[src/rtl/mem_bist_pkg.sv]
// Shared types and March C- element tables for the BIST memory block.
// Latency: none (constants and pure functions only).
// Backpressure: none.
package mem_bist_pkg;

    typedef enum logic [1:0] {
        IDLE,
        RUN,
        DRAIN
    } state_t;

    typedef enum logic {
        PH_RD,
        PH_WR
    } phase_t;

    // Element encoding in march order.
    localparam logic [2:0] ELEM_W0      = 3'd0;  // up   (w D0)
    localparam logic [2:0] ELEM_R0W1    = 3'd1;  // up   (r D0, w D1)
    localparam logic [2:0] ELEM_R1W0    = 3'd2;  // up   (r D1, w D0)
    localparam logic [2:0] ELEM_R0W1_DN = 3'd3;  // down (r D0, w D1)
    localparam logic [2:0] ELEM_R1W0_DN = 3'd4;  // down (r D1, w D0)
    localparam logic [2:0] ELEM_R0      = 3'd5;  // down (r D0)

    // 1 = element walks addresses N-1..0.
    function automatic logic elem_down(input logic [2:0] e);
        return (e == ELEM_R0W1_DN) || (e == ELEM_R1W0_DN) || (e == ELEM_R0);
    endfunction

    function automatic logic elem_has_rd(input logic [2:0] e);
        return e != ELEM_W0;
    endfunction

    function automatic logic elem_has_wr(input logic [2:0] e);
        return e != ELEM_R0;
    endfunction

    // Polarity of the expected read data: 0 = background, 1 = inverted background.
    function automatic logic elem_rd_pol(input logic [2:0] e);
        return (e == ELEM_R1W0) || (e == ELEM_R1W0_DN);
    endfunction

    // Polarity of the written data: 0 = background, 1 = inverted background.
    function automatic logic elem_wr_pol(input logic [2:0] e);
        return (e == ELEM_R0W1) || (e == ELEM_R0W1_DN);
    endfunction

endpackage

[src/rtl/mem_bist_array.sv]
// Single-port flop array with stuck-at-1 fault injection on bit 0 of one word.
// Latency: write takes effect at the clock edge; rdata is registered (1 cycle, read-before-write).
// Backpressure: none; one access accepted every cycle.
module mem_bist_array #(
    parameter int ADDR_BITS = 5,
    parameter int DATA_BITS = 8
) (
    input  logic                 clk,
    input  logic                 rst_n,
    input  logic                 we,
    input  logic [ADDR_BITS-1:0] addr,
    input  logic [DATA_BITS-1:0] wdata,
    input  logic                 fault_en,
    input  logic [ADDR_BITS-1:0] fault_addr,
    output logic [DATA_BITS-1:0] rdata
);

    localparam int DEPTH = 1 << ADDR_BITS;

    logic [DATA_BITS-1:0] mem [DEPTH];
    logic [DATA_BITS-1:0] wdata_eff;

    // Faulty word: bit 0 always stores 1, whichever side owns the port.
    always_comb begin
        wdata_eff = wdata;
        if (fault_en && (addr == fault_addr)) begin
            wdata_eff[0] = 1'b1;
        end
    end

    // Storage is deliberately left unreset.
    always_ff @(posedge clk) begin
        if (we) begin
            mem[addr] <= wdata_eff;
        end
    end

    // Registered read of the pre-write contents.
    always_ff @(posedge clk or negedge rst_n) begin
        if (!rst_n) begin
            rdata <= '0;
        end else begin
            rdata <= mem[addr];
        end
    end

endmodule

[src/rtl/mem_march_bist.sv]
// RAM with a March C- self-test engine; pins own the array when idle, the engine when busy.
// Latency: direct read 1 cycle; a BIST run holds busy for 10N+1 cycles after start.
// Backpressure: none; start and direct accesses are ignored while busy.
module mem_march_bist
    import mem_bist_pkg::*;
#(
    parameter int ADDR_BITS = 5,
    parameter int DATA_BITS = 8,
    parameter int ERR_BITS  = 8
) (
    input  logic                 clk,
    input  logic                 rst_n,
    input  logic                 we,
    input  logic [ADDR_BITS-1:0] addr,
    input  logic [DATA_BITS-1:0] wdata,
    output logic [DATA_BITS-1:0] rdata,
    input  logic                 start,
    input  logic [DATA_BITS-1:0] bg,
    input  logic                 fault_en,
    input  logic [ADDR_BITS-1:0] fault_addr,
    output logic                 busy,
    output logic                 done,
    output logic                 pass,
    output logic [ERR_BITS-1:0]  err_count,
    output logic [ADDR_BITS-1:0] fail_addr,
    output logic [2:0]           fail_elem
);

    localparam logic [ADDR_BITS-1:0] ADDR_MAX = '1;
    localparam logic [ADDR_BITS-1:0] ADDR_ONE = {{(ADDR_BITS-1){1'b0}}, 1'b1};
    localparam logic [ERR_BITS-1:0]  ERR_MAX  = '1;
    localparam logic [ERR_BITS-1:0]  ERR_ONE  = {{(ERR_BITS-1){1'b0}}, 1'b1};

    state_t               state;
    logic [2:0]           elem;
    phase_t               phase;
    logic [ADDR_BITS-1:0] acnt;
    logic [DATA_BITS-1:0] bg_q;

    // Compare stage: tag of the read issued in the previous cycle.
    logic                 cmp_vld;
    logic [DATA_BITS-1:0] cmp_exp;
    logic [2:0]           cmp_elem;
    logic [ADDR_BITS-1:0] cmp_addr;

    logic                 arr_we;
    logic [ADDR_BITS-1:0] arr_addr;
    logic [DATA_BITS-1:0] arr_wdata;

    logic                 last_addr;
    logic [2:0]           elem_nxt;
    logic [ADDR_BITS-1:0] start_nxt;
    logic                 mismatch;
    logic [ERR_BITS-1:0]  err_next;

    // Array port ownership: the engine takes over for the whole busy window.
    always_comb begin
        arr_we    = we;
        arr_addr  = addr;
        arr_wdata = wdata;
        if (busy) begin
            arr_we    = (state == RUN) && (phase == PH_WR);
            arr_addr  = acnt;
            arr_wdata = elem_wr_pol(elem) ? ~bg_q : bg_q;
        end
    end

    // Address sequencing and error accounting helpers.
    always_comb begin
        last_addr = elem_down(elem) ? (acnt == '0) : (acnt == ADDR_MAX);
        elem_nxt  = elem + 3'd1;
        start_nxt = elem_down(elem_nxt) ? ADDR_MAX : '0;
        mismatch  = cmp_vld && (rdata != cmp_exp);
        err_next  = (mismatch && (err_count != ERR_MAX)) ? err_count + ERR_ONE : err_count;
    end

    mem_bist_array #(
        .ADDR_BITS (ADDR_BITS),
        .DATA_BITS (DATA_BITS)
    ) u_array (
        .clk        (clk),
        .rst_n      (rst_n),
        .we         (arr_we),
        .addr       (arr_addr),
        .wdata      (arr_wdata),
        .fault_en   (fault_en),
        .fault_addr (fault_addr),
        .rdata      (rdata)
    );

    // Engine FSM: march sequencing, compare tagging and result registers.
    always_ff @(posedge clk or negedge rst_n) begin
        if (!rst_n) begin
            state     <= IDLE;
            elem      <= ELEM_W0;
            phase     <= PH_WR;
            acnt      <= '0;
            bg_q      <= '0;
            cmp_vld   <= 1'b0;
            cmp_exp   <= '0;
            cmp_elem  <= '0;
            cmp_addr  <= '0;
            busy      <= 1'b0;
            done      <= 1'b0;
            pass      <= 1'b0;
            err_count <= '0;
            fail_addr <= '0;
            fail_elem <= '0;
        end else begin
            cmp_vld <= 1'b0;
            if (mismatch) begin
                err_count <= err_next;
                if (err_count == '0) begin
                    fail_addr <= cmp_addr;
                    fail_elem <= cmp_elem;
                end
            end
            case (state)
                IDLE: begin
                    if (start) begin
                        bg_q      <= bg;
                        done      <= 1'b0;
                        pass      <= 1'b0;
                        err_count <= '0;
                        fail_addr <= '0;
                        fail_elem <= '0;
                        busy      <= 1'b1;
                        state     <= RUN;
                        elem      <= ELEM_W0;
                        phase     <= PH_WR;
                        acnt      <= '0;
                    end
                end
                RUN: begin
                    if (phase == PH_RD) begin
                        cmp_vld  <= 1'b1;
                        cmp_exp  <= elem_rd_pol(elem) ? ~bg_q : bg_q;
                        cmp_elem <= elem;
                        cmp_addr <= acnt;
                    end
                    if ((phase == PH_RD) && elem_has_wr(elem)) begin
                        phase <= PH_WR;
                    end else if (last_addr) begin
                        if (elem == ELEM_R0) begin
                            state <= DRAIN;
                        end else begin
                            elem  <= elem_nxt;
                            acnt  <= start_nxt;
                            phase <= PH_RD;
                        end
                    end else begin
                        acnt  <= elem_down(elem) ? acnt - ADDR_ONE : acnt + ADDR_ONE;
                        phase <= elem_has_rd(elem) ? PH_RD : PH_WR;
                    end
                end
                DRAIN: begin
                    state <= IDLE;
                    busy  <= 1'b0;
                    done  <= 1'b1;
                    pass  <= (err_next == '0);
                end
                default: begin
                    state <= IDLE;
                    busy  <= 1'b0;
                end
            endcase
        end
    end

endmodule
[config.mk]
export PLATFORM = sky130hd
export DESIGN_NAME = mem_march_bist
export DESIGN_NICKNAME = d
export VERILOG_FILES = /design/src/rtl/mem_bist_pkg.sv /design/src/rtl/mem_bist_array.sv /design/src/rtl/mem_march_bist.sv
export SDC_FILE = /design/constraint.sdc
export NUM_CORES = 1
export LEC_CHECK = 0
export ABC_AREA = 0
export CORE_AREA = 8 8 181 183
export DETAILED_ROUTE_END_ITERATION = 10
export DIE_AREA = 0 0 189 191
export HOLD_SLACK_MARGIN = 0.05
export MAX_ROUTING_LAYER = met4
export PLACE_DENSITY = 0.66
export SYNTH_ARGS = -nofsm -noshare
export SYNTH_HDL_FRONTEND = slang
export SYNTH_SLANG_ARGS = --single-unit
export TNS_END_PERCENT = 1
[constraint.sdc]
create_clock -name clk -period 6.3 [get_ports clk]
set_input_delay 1.89 -clock clk [delete_from_list [all_inputs] [get_ports clk]]
set_output_delay 1.89 -clock clk [all_outputs]
set_load 0.01 [all_outputs]
; ---- Yosys cells after proc, flatten, opt, wreduce, memory -nomap -nowiden
; Memory sizes are Yosys's and may differ from the RTL's. A register that Yosys moved wholly into a read port is not among the register bits.
; Index checks and enable logic that the tools add are counted.
[totals]
ramBits = 256
wordCells = 122
inputBits = 31
n_memories = 1
register_bits = 55
output_inout_bits = 27
[op_classes]
n_reduce_logical = 27
n_eq_ne = 22
add_sub_neg = 4
n_bitwise = 3
muxes = 50
[memory_table]
columns = name, depth, word_bits, rd, rd_clocked_by_memory_dff, write_ports, line
row1 = u_array.mem, 32, 8, 1, 1, 1, mem_bist_array.sv:20  ; logic [DATA_BITS-1:0] mem [DEPTH];
[ops]
columns = cell, count
row1 = $mux 8, 7
row2 = $mux 5, 11
row3 = $mux 3, 8
row4 = $logic_not 8->1, 2
row5 = $mux 1, 13
row6 = $eq 3x3->1 const B, 4
row7 = $pmux 5 s2, 1
row8 = $eq 3x2->1 const B, 3
row9 = $add 8x1->8 const B, 1
row10 = $mux 2, 4
row11 = $ne 2x2->1 const B, 4
row12 = $ne 8x8->1, 1
row13 = $ne 8x8->1 const B, 1
row14 = $not 8->8, 1
row15 = $pmux 1 s2, 4
row16 = $reduce_and 2->1, 4
row17 = $reduce_and 4->1, 2
row18 = $logic_or 1x1->1, 6
row19 = $ne 3x3->1 const B, 2
row20 = $pmux 3 s2, 1
row21 = $add 5x1->5 const B, 1
row22 = $eq 5x5->1, 1
row23 = $eq 5x5->1 const B, 1
row24 = $logic_and 1x1->1, 5
row25 = 16 further kinds, 18

; ---- Longest topological paths before layout
; Gate-level depths: netlist of the first run.
[logic_depth]
depth_word = 9
depth_mapped = 11
mapped_depth_nobuf = 11

; ---- By module
; Synthesis of the first run repeated with hierarchy kept, for this count alone.
[unflattened]
hier_cells = 907
hier_area_um2 = 13524.2
[modules_own_cells]
columns = module, cells_each, seq_area_each_um2, n_inst, area_each_um2
row1 = mem_bist_array, 583, 7887.6, 1, 10344.9
row2 = mem_march_bist, 324, 1377.6, 1, 3179.3

; ---- Worst setup path after synthesis of the first run
; OpenSTA, ideal clock, no wires.
[synth_path]
path_kind = input to register
from = in addr[0]
to = mem u_array.mem[0][0] (data pin)
stages = 7
setup_ns = 0.278
path_buffers = 2
setup_slack_ns = 2.635
t_arrival_ns = 3.387
required_time_ns = 6.022
path_cell_list = mux2i_2 buf_4 buf_4 xnor2_1 nor4_1 nand3_1 nand2_1
[synth_via]
elab_chain_len = 4
[synth_rtl]
columns = item, line
row1 = start: declaration, mem_march_bist.sv:14  ; input logic [ADDR_BITS-1:0] addr,
row2 = $mux 5, mem_march_bist.sv:61  ; if (busy) begin
row3 = $eq 5x5->1, mem_bist_array.sv:26  ; if (fault_en && (addr == fault_addr)) begin
row4 = $logic_and 1x1->1, mem_bist_array.sv:26
row5 = $mux 1, mem_bist_array.sv:26
row6 = named net u_array.wdata_eff[0], mem_bist_array.sv:21  ; logic [DATA_BITS-1:0] wdata_eff;
row7 = end: declaration, mem_bist_array.sv:20
; The timed path passes the listed nets, and every way through them passes these cells.

; ---- Worst setup path after layout of the first run
[layout_path]
from = reg busy
to = out busy
[layout_rtl]
columns = item, line
row1 = start: declaration, mem_march_bist.sv:21  ; output logic busy,
row2 = start signal: assignment, mem_march_bist.sv:103  ; busy <= 1'b0;
row3 = start signal: assignment, mem_march_bist.sv:127  ; busy <= 1'b1;
row4 = start signal: assignment, mem_march_bist.sv:158  ; busy <= 1'b0;
; No word-level cell between the ends.

==> results.md, run 1 <==
- Between clock sinks in the finished design, the worst skew comes to about 0.012 ns.
- The first global-routing pass estimated 45660 microns of wire.
- The repair_antennas step left the layout with diodes totalling 0.
- Counting flops with a built-in enable in the synthesized netlist gives 256.
- The number of buffers and inverters on the critical path is 1.
- The commonest non-fill, non-tap cell in the layout is sky130_fd_sc_hd__edfxtp_1.
- The die is ~190 microns tall.
- The tool flagged a number of max-cap violations equal to 0.
- The number of top-level pins is between 50 and 60.
- The number of distinct library cells after synthesis is 64.
- The site row count is 64.
- The critical path in this run is classified as register to output pin.
- The clock drives between 300 and 400 sinks.
- The synthesized-area fraction occupied by ao, oa, aoi and oai cells is just under 5%.
- STA classifies the critical path startpoint as a register.
- The depth of the worst register-to-register path is 5.
- Once the clock tree was built, the resizer swapped 0 gates to a different size.
- The number of hold-slack violations in the final timing report is 0.
- Counting instances, the worst hold path has a depth of 2.
- The wire-length estimate of the detail-placed layout is between 15000 and 20000 microns.
- TritonCTS built the clock tree.
- TritonCTS created 31 clock buffers.
- The maximum number of buffers from clock root to sink is 3.
- Summing over every cut layer, the via total after detailed routing is between 7000 and 8000.
- The total negative slack is 0 ns.
- The placer congestion estimate is around 0.85.
- The post-synthesis cell count is 782.
- The die is between 150 and 200 microns wide.
- Using the TritonRoute via totals, the vias-per-cell ratio works out to around 5.7.
- The flow ran to the end, and the final reports show no timing, DRC or antenna violations.
- The number of pins with negative max-slew slack in the final report is 0.
- Buffers added to address setup during post-CTS repair amount to 0.
- Of the post-synthesis cell area, the part taken by muxes is a little over an eighth.
- In the final routed layout, each cell accounts on average for about 23 microns.
- The worst path needs 4.298 ns of the cycle, external delays included.
- The via count of the first global-routing pass came to 7300.
- Setup violations remaining at the end of the flow were counted as 0.
- The slew of the pin with the lowest slew margin is about 1.2 ns.
- Summing every instance area after synthesis gives about 0.013 sq mm.
- The layout-stage area growth over the synthesis result is 15.99%.
- The number of I/O port buffers is 57.
- The total overflow reported by the global router is 0.
- The global routing usage summed across all routing layers is 16.99%.
- The initial cell density of the core is 44.11%.
- Walking the worst path, the cells encountered are clkdlybuf4s50_1.
- Leaving out fill and tap cells, the most frequent cells in the layout are 256 x sky130_fd_sc_hd__edfxtp_1, 71 x sky130_fd_sc_hd__nor2_1, 64 x sky130_fd_sc_hd__mux4_2, 62 x sky130_fd_sc_hd__dfrtp_1, 56 x sky130_fd_sc_hd__clkdlybuf4s50_1.
- The deepest level of the CTS H-tree is 1.
- In this design, the largest share of critical-path delay is due to flip-flops.
- The data required time of the worst path is between 4 and 5 ns.
- After synthesis, flip-flops and latches occupy a little over two thirds of the total area.
- Among all stages on the critical path, the largest delay is contributed by sky130_fd_sc_hd__dfrtp_1.
- The fraction of the mapped netlist area in adder cells is 1.285%.
- Setup repair after global routing left no endpoint under its margin.
- The floorplan step defined a die boundary enclosing 0.03610 sq mm.
- At the worst endpoint, the arrival time is approximately 2.4 ns.
- The maximum cell stage delay along the critical path is roughly 1.1 ns.
- The clock root buffer is sky130_fd_sc_hd__clkbuf_16.
- In this run the number of cells on the critical path is 1.
- The count of unresolved DRC violations after routing is 0.
- The floorplan step defined a core boundary enclosing 0.03003 sq mm.
- Entering global routing, the biggest net connects 64 pins.
- The wire length after detailed routing is between 20000 and 30000 microns.
- The worst setup path is captured at an output pin.
- Of all nets on the critical path, the largest fanout is 28.
- After synthesis, the share of flip-flops with an asynchronous set or reset is around 20%.
- Clock-pin slew was measured on the worst setup and hold paths at about 0.060 ns.
- In this run, the number of DRC markers left after iteration 0 of detailed routing was 723.
- The most used flip-flop cell after synthesis is sky130_fd_sc_hd__edfxtp_1.
- The net count reported at finish is between 800 and 900.
- Timing would allow up to 0.2327 GHz.
- The path class of the tightest hold or removal check is register to register.
- The cell count after placement is 1208.
- Headroom to the max-slew limit came out at between 20% and 30%.
- The fraction of layout instances using a drive strength above 1 is around 18%.
- At the later pin of the worst-skew pair, clock insertion delay measures ~0.56 ns.
- The hold buffer count at cts is 0.
- The number of nets in the synthesized netlist is 826.
- The synthesized netlist devotes 2.447% of its cell area to XOR and XNOR gates.
- The number of search-and-repair iterations in the first detailed-routing pass is 5.
- The largest family of logic cells by synthesized area is multiplexers.
- For this design the static power due to leakage is ~0.0053 uW.
- Dividing total power by cell area gives a power density of between 500 and 600 mW/mm^2.
- The count of nets left with antenna violations after detail routing is 0.
- Leaving out filler cells and counting taps, the final layout contains between 1000 and 1500.
- The synthesized-area fraction occupied by and/or/nand/nor cells is about 6.1%.
- The synthesized area divided by synthesized cell count is between 15 and 20 sq um.
- The total of flip-flops plus latches after synthesis is between 300 and 400.
- The worst supply voltage drop on vdd is between 0.0002 and 0.0003 V.
- The initial antenna violation count is 0.
- Yosys printed 0 warnings.
- In the finished design, the share of the clock period the worst path needs comes to between 60% and 70%.
[sequential cells by signal, summed over array words and instances, names as in the netlist, 5 cells and up]
signal and count:
u_array.mem 256, bg_q 8, cmp_exp 8, err_count 8
u_array.rdata 8, acnt 5, cmp_addr 5, fail_addr 5
[worst reg2reg max path, delay by kind of cell, from the launching register on]
family | cells | cell delay (ns)
buf+inv | 1 | 0.45
compound gates | 1 | 0.35
mux | 2 | 1.37
simple gates | 1 | 0.22
flops | 1 | 1.13
[metal layers]
| metal | part of all wire (%) | GRT usage, % | vias to the layer above |
|---|---|---|---|
| met5 | 0 | - | - |
| met4 | 2.6 | 4.630 | 0 |
| met3 | 7.3 | 3.667 | 48 |
| met2 | 48 | 26.58 | 279 |
| met1 | 43 | 22.39 | 3712 |
| li1 | - | - | 3183 |
[cells in the mapped netlist (all sizes together), types with 3 or more instances]
master	number	area [sq um]
edfxtp	256	7687
a22oi	32	240.2
o31ai	6	45.04
mux2i	15	153.9
nor3	6	30.03
ha	12	150.1
inv	14	52.55
buf	16	93.84
dfrtp	62	1551
nand2b	4	25.02
nor2	73	281.5
mux4	64	1441
o21ai	19	95.09
xnor2	13	113.9
a21o	3	22.52
clkbuf	18	68.81
nand4	12	75.07
a21oi	15	90.09
nor4	4	25.02
mux2	18	210.2
xor2	24	210.2
nand3	11	55.05
nand2	46	172.7
[power breakdown]
group | switching (uW) | internal (uW) | total (uW)
Sequential | 270 | 3100 | 3370
Combinational | 1710 | 1040 | 2750
Clock | 774 | 1250 | 2020
Total | 2750 | 5390 | 8140
[cells by family after synthesis]
group	after synthesis
AOI/OAI and AO/OA	93
buffers and inverters	48
muxes	97
and+or+nand+nor	175
xor gates and xnor gates	37
DFF	319
adders and majority gates	13
[cell type report]
| type | instances | area, sq um |
|---|---|---|
| fill | 2422 | 14670 |
| sequential | 319 | 9265 |
| multi-input combinational | 415 | 3789 |
| clock buffer | 40 | 859.6 |
| timing repair buffer | 64 | 630.6 |
| tap | 396 | 495.5 |
| clock inverter | 18 | 271.5 |
| inverter | 14 | 52.55 |
[stage by stage]
| step | util, % | hold WS (ns) | power (uW) | cell area, sq um | setup WS (ns) |
|---|---|---|---|---|---|
| 4_1_cts | 51.16 | 0.4789 | 8221 | 15360 | 1.980 |
| 3_5_place_dp | 47.40 | 0.4635 | 6209 | 14230 | 1.546 |
| 5_1_grt | 51.16 | 0.5086 | 8531 | 15360 | 1.861 |
| 2_1_floorplan | - | 0.4451 | 5125 | 13250 | 2.635 |
| 3_3_place_gp | 47.40 | 0.4601 | 6154 | 14230 | 1.552 |
| 6_report | 51.16 | 0.4805 | 8143 | 15360 | 2.002 |
[worst paths after layout]
| check | start | end | slack (ns) |
|---|---|---|---|
| min in group asynchronous | rst_n | cmp_addr[0] | 1.51 |
| worst max-delay path | busy | busy | 2.00 |
| worst max register to register | busy | u_array.rdata[5] | 2.62 |
| worst min-delay path | cmp_addr[2] | cmp_addr[2] | 0.48 |
| worst min register to register | cmp_addr[2] | cmp_addr[2] | 0.48 |
| max in group asynchronous | rst_n | u_array.rdata[2] | 4.21 |
Power figures use the tool's default switching activity.
==> run 2, diff against run 1 <==
Clock period 6.3 ns to 4.5 ns, I/O delays scaled along.
==> results.md, run 2 (synthesis results as in run 1) <==
- The global routing usage summed across all routing layers is 16.82% (-0.16 points).
- The hold buffer count at cts is 0 (unchanged).
- The global-route wire length before repair is 45370 microns (-0.62%).
- The worst setup path is captured at a register.
- The clock input transition at the sequential cells of the worst setup and hold paths is 0.06 ns (about the same).
- The total inserted antenna cells was 0 (unchanged).
- The total power divided by cell area is 709.3 mW/mm^2 (+34%).
- The number of top-level pins is 58 (unchanged).
- TritonCTS built the clock tree.
- The highest net fanout along the worst path came to 46 (+64%).
- The total overflow reported by the global router is 0 (unchanged).
- The site row count is 64 (unchanged).
- The latest clock arrival within the worst-skew pair came to 0.57 ns (about the same).
- The total number of vias is 7350 (+1.8%).
- The headroom to the max-slew limit is 36.49% (+15 points).
- The net count reported at finish is 926 (+4.2%).
- The via count of the first global-routing pass came to 7476 (+2.4%).
- The initial antenna violation count is 0 (unchanged).
- The number of hold-slack violations in the final timing report is 0 (unchanged).
- The critical path goes through clkdlybuf4s50_1, mux2i_4, buf_12, buf_12, mux4_2, a22oi_1, nand4_1.
- The layout-stage area growth over the synthesis result is 16.73%.
- The x dimension of the die is 189 microns (unchanged).
- The worst min-delay path endpoint is cmp_addr[4].
- The initial cell density of the core was 44.11% (unchanged).
- The start point of the worst min-delay path is cmp_addr[4].
- The cell count after placement was 1245 (+3.1%).
- In this run the critical register-to-register path is captured at acnt[4].
- Leaving out fill and tap cells, the most frequent cell in the layout is sky130_fd_sc_hd__edfxtp_1.
- The most numerous cell type found on the critical path is sky130_fd_sc_hd__buf_12.
- The maximum number of buffers from clock root to sink is 3 (unchanged).
- The critical path class is input pin to register.
- The part of the cycle the worst path needs is a little over two thirds.
- The routed length on met2 is 13820 microns (-1.7%).
- The placer congestion estimate came to 0.8138 (-4.7%).
- The reg2reg setup slack is 1.60 ns (-1.02 ns).
- The number of endpoints failing setup at the final stage is 0 (unchanged).
- The number of sinks on the clock net was 319 (unchanged).
- Counting flops per register, the top entry is u_array.mem.
- The data required time of the worst path came to 4.93 ns (+0.52 ns).
- The slew of the pin with the lowest slew margin is 0.9506 ns (-0.2282 ns).
- The maximum cell stage delay along the critical path is 0.52 ns (-0.61 ns).
- The detailed-routing wirelength on met1 was 12540 microns (-0.54%).
- The overall die area is 0.03610 sq mm (unchanged).
- The iteration-0 DRC count of the detailed router was 684 (-5.4%).
- The number of fillers in the final layout was 2462 (+1.7%).
- Setup repair after global routing left no endpoint under its margin.
- The type of origin of the critical path is an input pin.
- Among cell families on the critical path, the largest total delay comes from buffers and inverters.
- The HPWL after detailed placement came to 19410 microns (-0.15%).
- The count of nets left with antenna violations after detail routing is 0 (unchanged).
- The flow ran to the end, and the final reports show no timing, DRC or antenna violations.
- The number of buffers inserted during clock tree synthesis was 31 (unchanged).
- The total negative slack is 0 ns (unchanged).
- The number of pins with negative max-slew slack in the final report is 0 (unchanged).
- The total buffers and inverters traversed by the critical path is 3 (+2).
- The highest routing layer actually used is met4.
- The number of flip-flops under the largest register name is 256 (unchanged).
- The path class of the tightest hold or removal check is register to register.
- Derived from the worst setup path, the maximum achievable clock frequency is ~0.32 GHz.
- The number of I/O port buffers came to 57 (unchanged).
- The worst setup slack after placement is 0.7292 ns (-0.8167 ns).
- The die span in y is 191 microns (unchanged).
- The average wire per cell in the routed design is 22.63 microns (-3.2%).
- The count of unresolved DRC violations after routing is 0 (unchanged).
- The cell at the slowest stage of the critical path is sky130_fd_sc_hd__mux4_2.
- The worst supply voltage drop on vdd is 0.0003790 V (+39%).
- The top cell types in the final layout, fill and taps aside, are 256 x sky130_fd_sc_hd__edfxtp_1, 71 x sky130_fd_sc_hd__nor2_1, 64 x sky130_fd_sc_hd__mux4_2, 62 x sky130_fd_sc_hd__dfrtp_1, 56 x sky130_fd_sc_hd__clkdlybuf4s50_1.
- The number of cells on the worst hold path is 2 (unchanged).
- The setup clock skew after layout is 0.01187 ns (-0.00002940 ns).
- The static leakage came to 0.005432 uW (+2.0%).
- The time the final worst path needs with I/O delays and setup is 3.144 ns.
- The tree is rooted in a sky130_fd_sc_hd__clkbuf_16.
- The detail-routed via count per cell is 5.645 (-1.0%).
- The largest net degree at the start of global routing is 69 (+7.8%).
- The deepest level of the CTS H-tree is 1 (unchanged).
- The wire length on met3 came to 2132 microns (-0.88%).
- The critical path arrival was 3.57 ns (+1.16 ns).
- In this run the critical register-to-register path is launched from elem[0].
- The placeable core region is 0.03003 sq mm (unchanged).
- The number of search-and-repair iterations in the first detailed-routing pass is 5 (unchanged).
- The depth of the worst register-to-register path is 10 (+5).
- The post-cts resize count was 0 (unchanged).
- The number of standard cells in the final layout excluding fillers is 1302 (+2.8%).
- The fraction of layout instances using a drive strength above 1 is 19.65% (+1.8 points).
- The slack of the critical path is 1.356 ns (-0.6458 ns).
- The wire length after detailed routing is 29460 microns (-0.45%).
- The post-CTS setup repair buffer count is 0 (unchanged).
- The number of violations of the max-capacitance limit is 0 (unchanged).
==> run 2: per-layer routing <==
metal,track usage (%),up-vias
met4,5.352,0
met1,22.56,3762
met5,-,-
li1,-,3257
met3,3.010,63
met2,26.00,268
==> run 2: worst register-to-register path: cells and delay by family, from the launching register on <==
kind / cells / cell delay, ns
fa+ha+maj: 2 / 0.70
simple gates: 2 / 0.70
compound gates: 4 / 0.68
flops: 1 / 0.41
xor+xnor: 1 / 0.17
buf+inv: 1 / 0.12
==> run 2: worst max path at each step <==
stage | start | end | slack [ns] | depth (start not counted)
finish | addr[0] | u_array.rdata[6] | 1.36 | 7
floorplan | addr[0] | u_array.mem[0][0] | 1.38 | 7
CTS | addr[0] | u_array.rdata[0] | 1.32 | 7
detailed placement | addr[0] | u_array.rdata[0] | 0.73 | 7
global placement | addr[0] | u_array.rdata[0] | 0.76 | 7
global route | addr[0] | u_array.rdata[3] | 1.16 | 7
==> run 2: final cells by class <==
class                           count  area, sq um  area share, %
Sequential cell                   319         9265          59.93
Multi-Input combinational cell    415         3789          24.50
Timing Repair Buffer              101        933.4          6.037
Clock buffer                       41        813.3          5.260
Tap cell                          396        495.5          3.205
Clock inverter                     16        112.6         0.7283
Inverter                           14        52.55         0.3399
==> run 2: power by group <==
group | total [uW] | switching [uW] | leakage [uW] | internal, uW
clock network | 2390 | 1070 | 0.000452 | 1330
registers | 4710 | 380 | 0.00308 | 4330
logic | 3860 | 2320 | 0.00190 | 1540
total | 11000 | 3770 | 0.00543 | 7200
==> run 2: per-stage QoR <==
stage	power, uW	hold WS [ns]	utilization (%)	instance area [sq um]
6_report	10970	0.4809	51.49	15460
5_1_grt	11570	0.5060	51.49	15460
4_1_cts	11090	0.4777	51.49	15460
3_5_place_dp	8697	0.4627	48.40	14540
3_3_place_gp	8594	0.4577	48.40	14540
2_1_floorplan	7175	0.4451	-	13250
==> run 3, diff against run 2 <==
Settings changed: PLACE_DENSITY 0.66 to 0.68.
Clock period 4.5 ns to 2.6 ns, I/O delays scaled along.
==> results.md, run 3 (synthesis results as in run 1) <==
- The average wire per cell in the routed design came to 22.48 microns (-0.67%).
- The via count of the first global-routing pass is 7761 (+3.8%).
- The maximum number of buffers from clock root to sink is 3 (unchanged).
- The highest net fanout along the worst path was 5 (-89%).
- The site row count was 64 (unchanged).
- Of the available clock period, the critical path in the final layout requires slightly below 100%.
- The data required time of the worst path is 3.04 ns (-1.89 ns).
- The post-layout instance area was 0.01609 sq mm (+4.0%).
- The die span in y is 191 microns (unchanged).
- The min-delay analysis places its worst path in the category input pin to async pin.
- The count of nets left with antenna violations after detail routing came to 0 (unchanged).
- The clock input transition at the sequential cells of the worst setup and hold paths is 0.06 ns (about the same).
- The slack of the critical path was 0.03994 ns (-1.316 ns).
- The worst setup slack after placement is -0.4277 ns (-1.157 ns).
- The worst setup path startpoint is elem[0].
- The final hold slack is 0.2348 ns (-0.2461 ns).
- Leaving out fill and tap cells, the most frequent cell in the layout is sky130_fd_sc_hd__edfxtp_1.
- The initial antenna violation count is 0 (unchanged).
- The number of violations of the max-capacitance limit is 0 (unchanged).
- The global routing usage summed across all routing layers came to 17.43% (+0.61 points).
- TritonCTS built the clock tree.
- The total area of multi-input combinational cells is 0.003825 sq mm (+0.96%).
- The reg2reg setup slack is 0.04 ns (-1.56 ns).
- The path length in cells of the critical path is 10 (+3).
- The global-route wire length before repair was 47150 microns (+3.9%).
- The area taken by flip-flops and latches is 0.009266 sq mm (about the same).
- The endpoint of the most critical register-to-register path is acnt[4].
- The end point of the critical path is acnt[4].
- The total power divided by cell area is 1254 mW/mm^2 (+77%).
- The iteration-0 DRC count of the detailed router is 724 (+5.8%).
- The deepest level of the CTS H-tree is 1 (unchanged).
- The critical path arrival was 3.00 ns (-0.57 ns).
- The count of unresolved DRC violations after routing is 0 (unchanged).
- The largest net degree at the start of global routing is 64 (-7.2%).
- The total inserted antenna cells is 0 (unchanged).
- The maximum cell stage delay along the critical path is 0.40 ns (-0.12 ns).
- The overall die area is 0.03610 sq mm (unchanged).
- The latest clock arrival within the worst-skew pair is 0.56 ns (about the same).
- The worst setup path is of the register to register kind.
- The number of endpoints failing setup at the final stage is 0 (unchanged).
- The area of placed instances was 0.01506 sq mm (+3.6%).
- u_array.mem holds more flip-flops than any other register.
- The detail-routed via count per cell was 5.599 (-0.82%).
- In this run the critical register-to-register path is launched from elem[0].
- The total number of vias is 7626 (+3.8%).
- The family of cells with the greatest summed delay on the critical path is compound AO/OA/AOI/OAI gates.
- The run finished with clean final reports.
- The HPWL after detailed placement is 20680 microns (+6.5%).
- The cell at the slowest stage of the critical path is sky130_fd_sc_hd__or3b_4.
- The total overflow reported by the global router is 0 (unchanged).
- Setup repair after global routing could not meet its margin everywhere.
- The number of hold-slack violations in the final timing report was 0 (unchanged).
- STA classifies the critical path endpoint as a register.
- The fraction of layout instances using a drive strength above 1 is 25.78% (+6.1 points).
- The number of I/O port buffers is 57 (unchanged).
- The x dimension of the die is 189 microns (unchanged).
- The maximum operating frequency is between 0.3 and 0.4 GHz.
- The type of origin of the critical path is a register.
- The net count reported at finish is 985 (+6.4%).
- The number of flip-flops under the largest register name is 256 (unchanged).
- The number of pins with negative max-slew slack in the final report is 0 (unchanged).
- The number of buffers inserted during clock tree synthesis is 31 (unchanged).
- The hold buffer count at cts is 0 (unchanged).
- In the layout the commonest cells are 256 x sky130_fd_sc_hd__edfxtp_1, 93 x sky130_fd_sc_hd__buf_4, 69 x sky130_fd_sc_hd__nor2_1, 64 x sky130_fd_sc_hd__mux4_2, 61 x sky130_fd_sc_hd__dfrtp_1.
- Walking the worst path, the cells encountered are inv_1, ha_2, or3b_4, and2_4, fa_1, a21o_1, a21oi_2, xnor2_2, a31oi_1, o22a_1.
- The number of fillers in the final layout is 2388 (-3.0%).
- The time the final worst path needs with I/O delays and setup is 2.560 ns.
- The slew of the pin with the lowest slew margin is 0.8317 ns (-0.1188 ns).
- The total buffers and inverters traversed by the critical path is 1 (-2).
- The placeable core region was 0.03003 sq mm (unchanged).
- The static leakage is 0.005801 uW (+6.8%).
- From synthesis to final layout, the design area changed by 21.45%.
- The tree is rooted in a sky130_fd_sc_hd__clkbuf_16.
- The number of sinks on the clock net is 319 (unchanged).
- The placer congestion estimate is 0.8319 (+2.2%).
- The number of top-level pins was 58 (unchanged).
- The setup clock skew after layout is 0.01382 ns (+0.001951 ns).
- The number of search-and-repair iterations in the first detailed-routing pass is 5 (unchanged).
- The worst supply voltage drop on vdd is 0.0007187 V (+90%).
- The depth of the worst register-to-register path was 10 (unchanged).
- The initial cell density of the core was 44.11% (unchanged).
- The headroom to the max-slew limit is 44.35% (+7.9 points).
- The wire length after detailed routing came to 30610 microns (+3.9%).
run 3: how the worst min path moves through the flow:
stage / endpoint / slack [ns] / depth (start not counted)
2_1_floorplan: cmp_addr[1] / 0.45 / 2
3_3_place_gp: cmp_addr[4] / 0.46 / 2
3_5_place_dp: cmp_addr[1] / 0.47 / 2
4_1_cts: fail_addr[0] / 0.25 / 2
5_1_grt: fail_addr[0] / 0.25 / 2
6_report: elem[0] / 0.23 / 2
run 3: cell type report:
| class | count | share of cell area, % |
|---|---|---|
| Clock buffer | 40 | 5.094 |
| Clock inverter | 18 | 1.019 |
| Sequential cell | 319 | 57.60 |
| Inverter | 14 | 0.3267 |
| Timing Repair Buffer | 160 | 9.100 |
| Tap cell | 396 | 3.080 |
| Multi-Input combinational cell | 415 | 23.78 |
run 3: routing by layer:
metal	up-vias	track usage [%]	part of all wire, %
met5	-	-	0
met2	305	28.29	49
li1	3380	-	-
met4	0	3.758	2.1
met3	45	3.794	7.9
met1	3896	22.45	41
run 3: power breakdown:
part | total, uW | switching [uW] | internal [uW] | leakage (uW)
combinational | 7690 | 4320 | 3380 | 0.00224
clock | 4360 | 1840 | 2510 | 0.000484
sequential | 8120 | 629 | 7490 | 0.00308
run 3: metrics by stage:
step / TNS (ns) / std cells / utilization, % / power, uW
3_3_place_gp: -52.18 / 1303 / 50.15 / 15680
5_1_grt: -0.05573 / 1362 / 53.57 / 21210
6_report: 0 / 1362 / 53.57 / 20170
2_1_floorplan: 0 / 782 / - / 12430
4_1_cts: -0.007832 / 1362 / 53.47 / 20280
3_5_place_dp: -54.92 / 1303 / 50.15 / 15900
run 3: timing repair:
item                                   CTS  global route
setup endpoints to repair                9           161
pin swaps                                0             1
buffers inserted                         1             0
endpoints found under the hold margin    0             0
resized for setup                        2             9
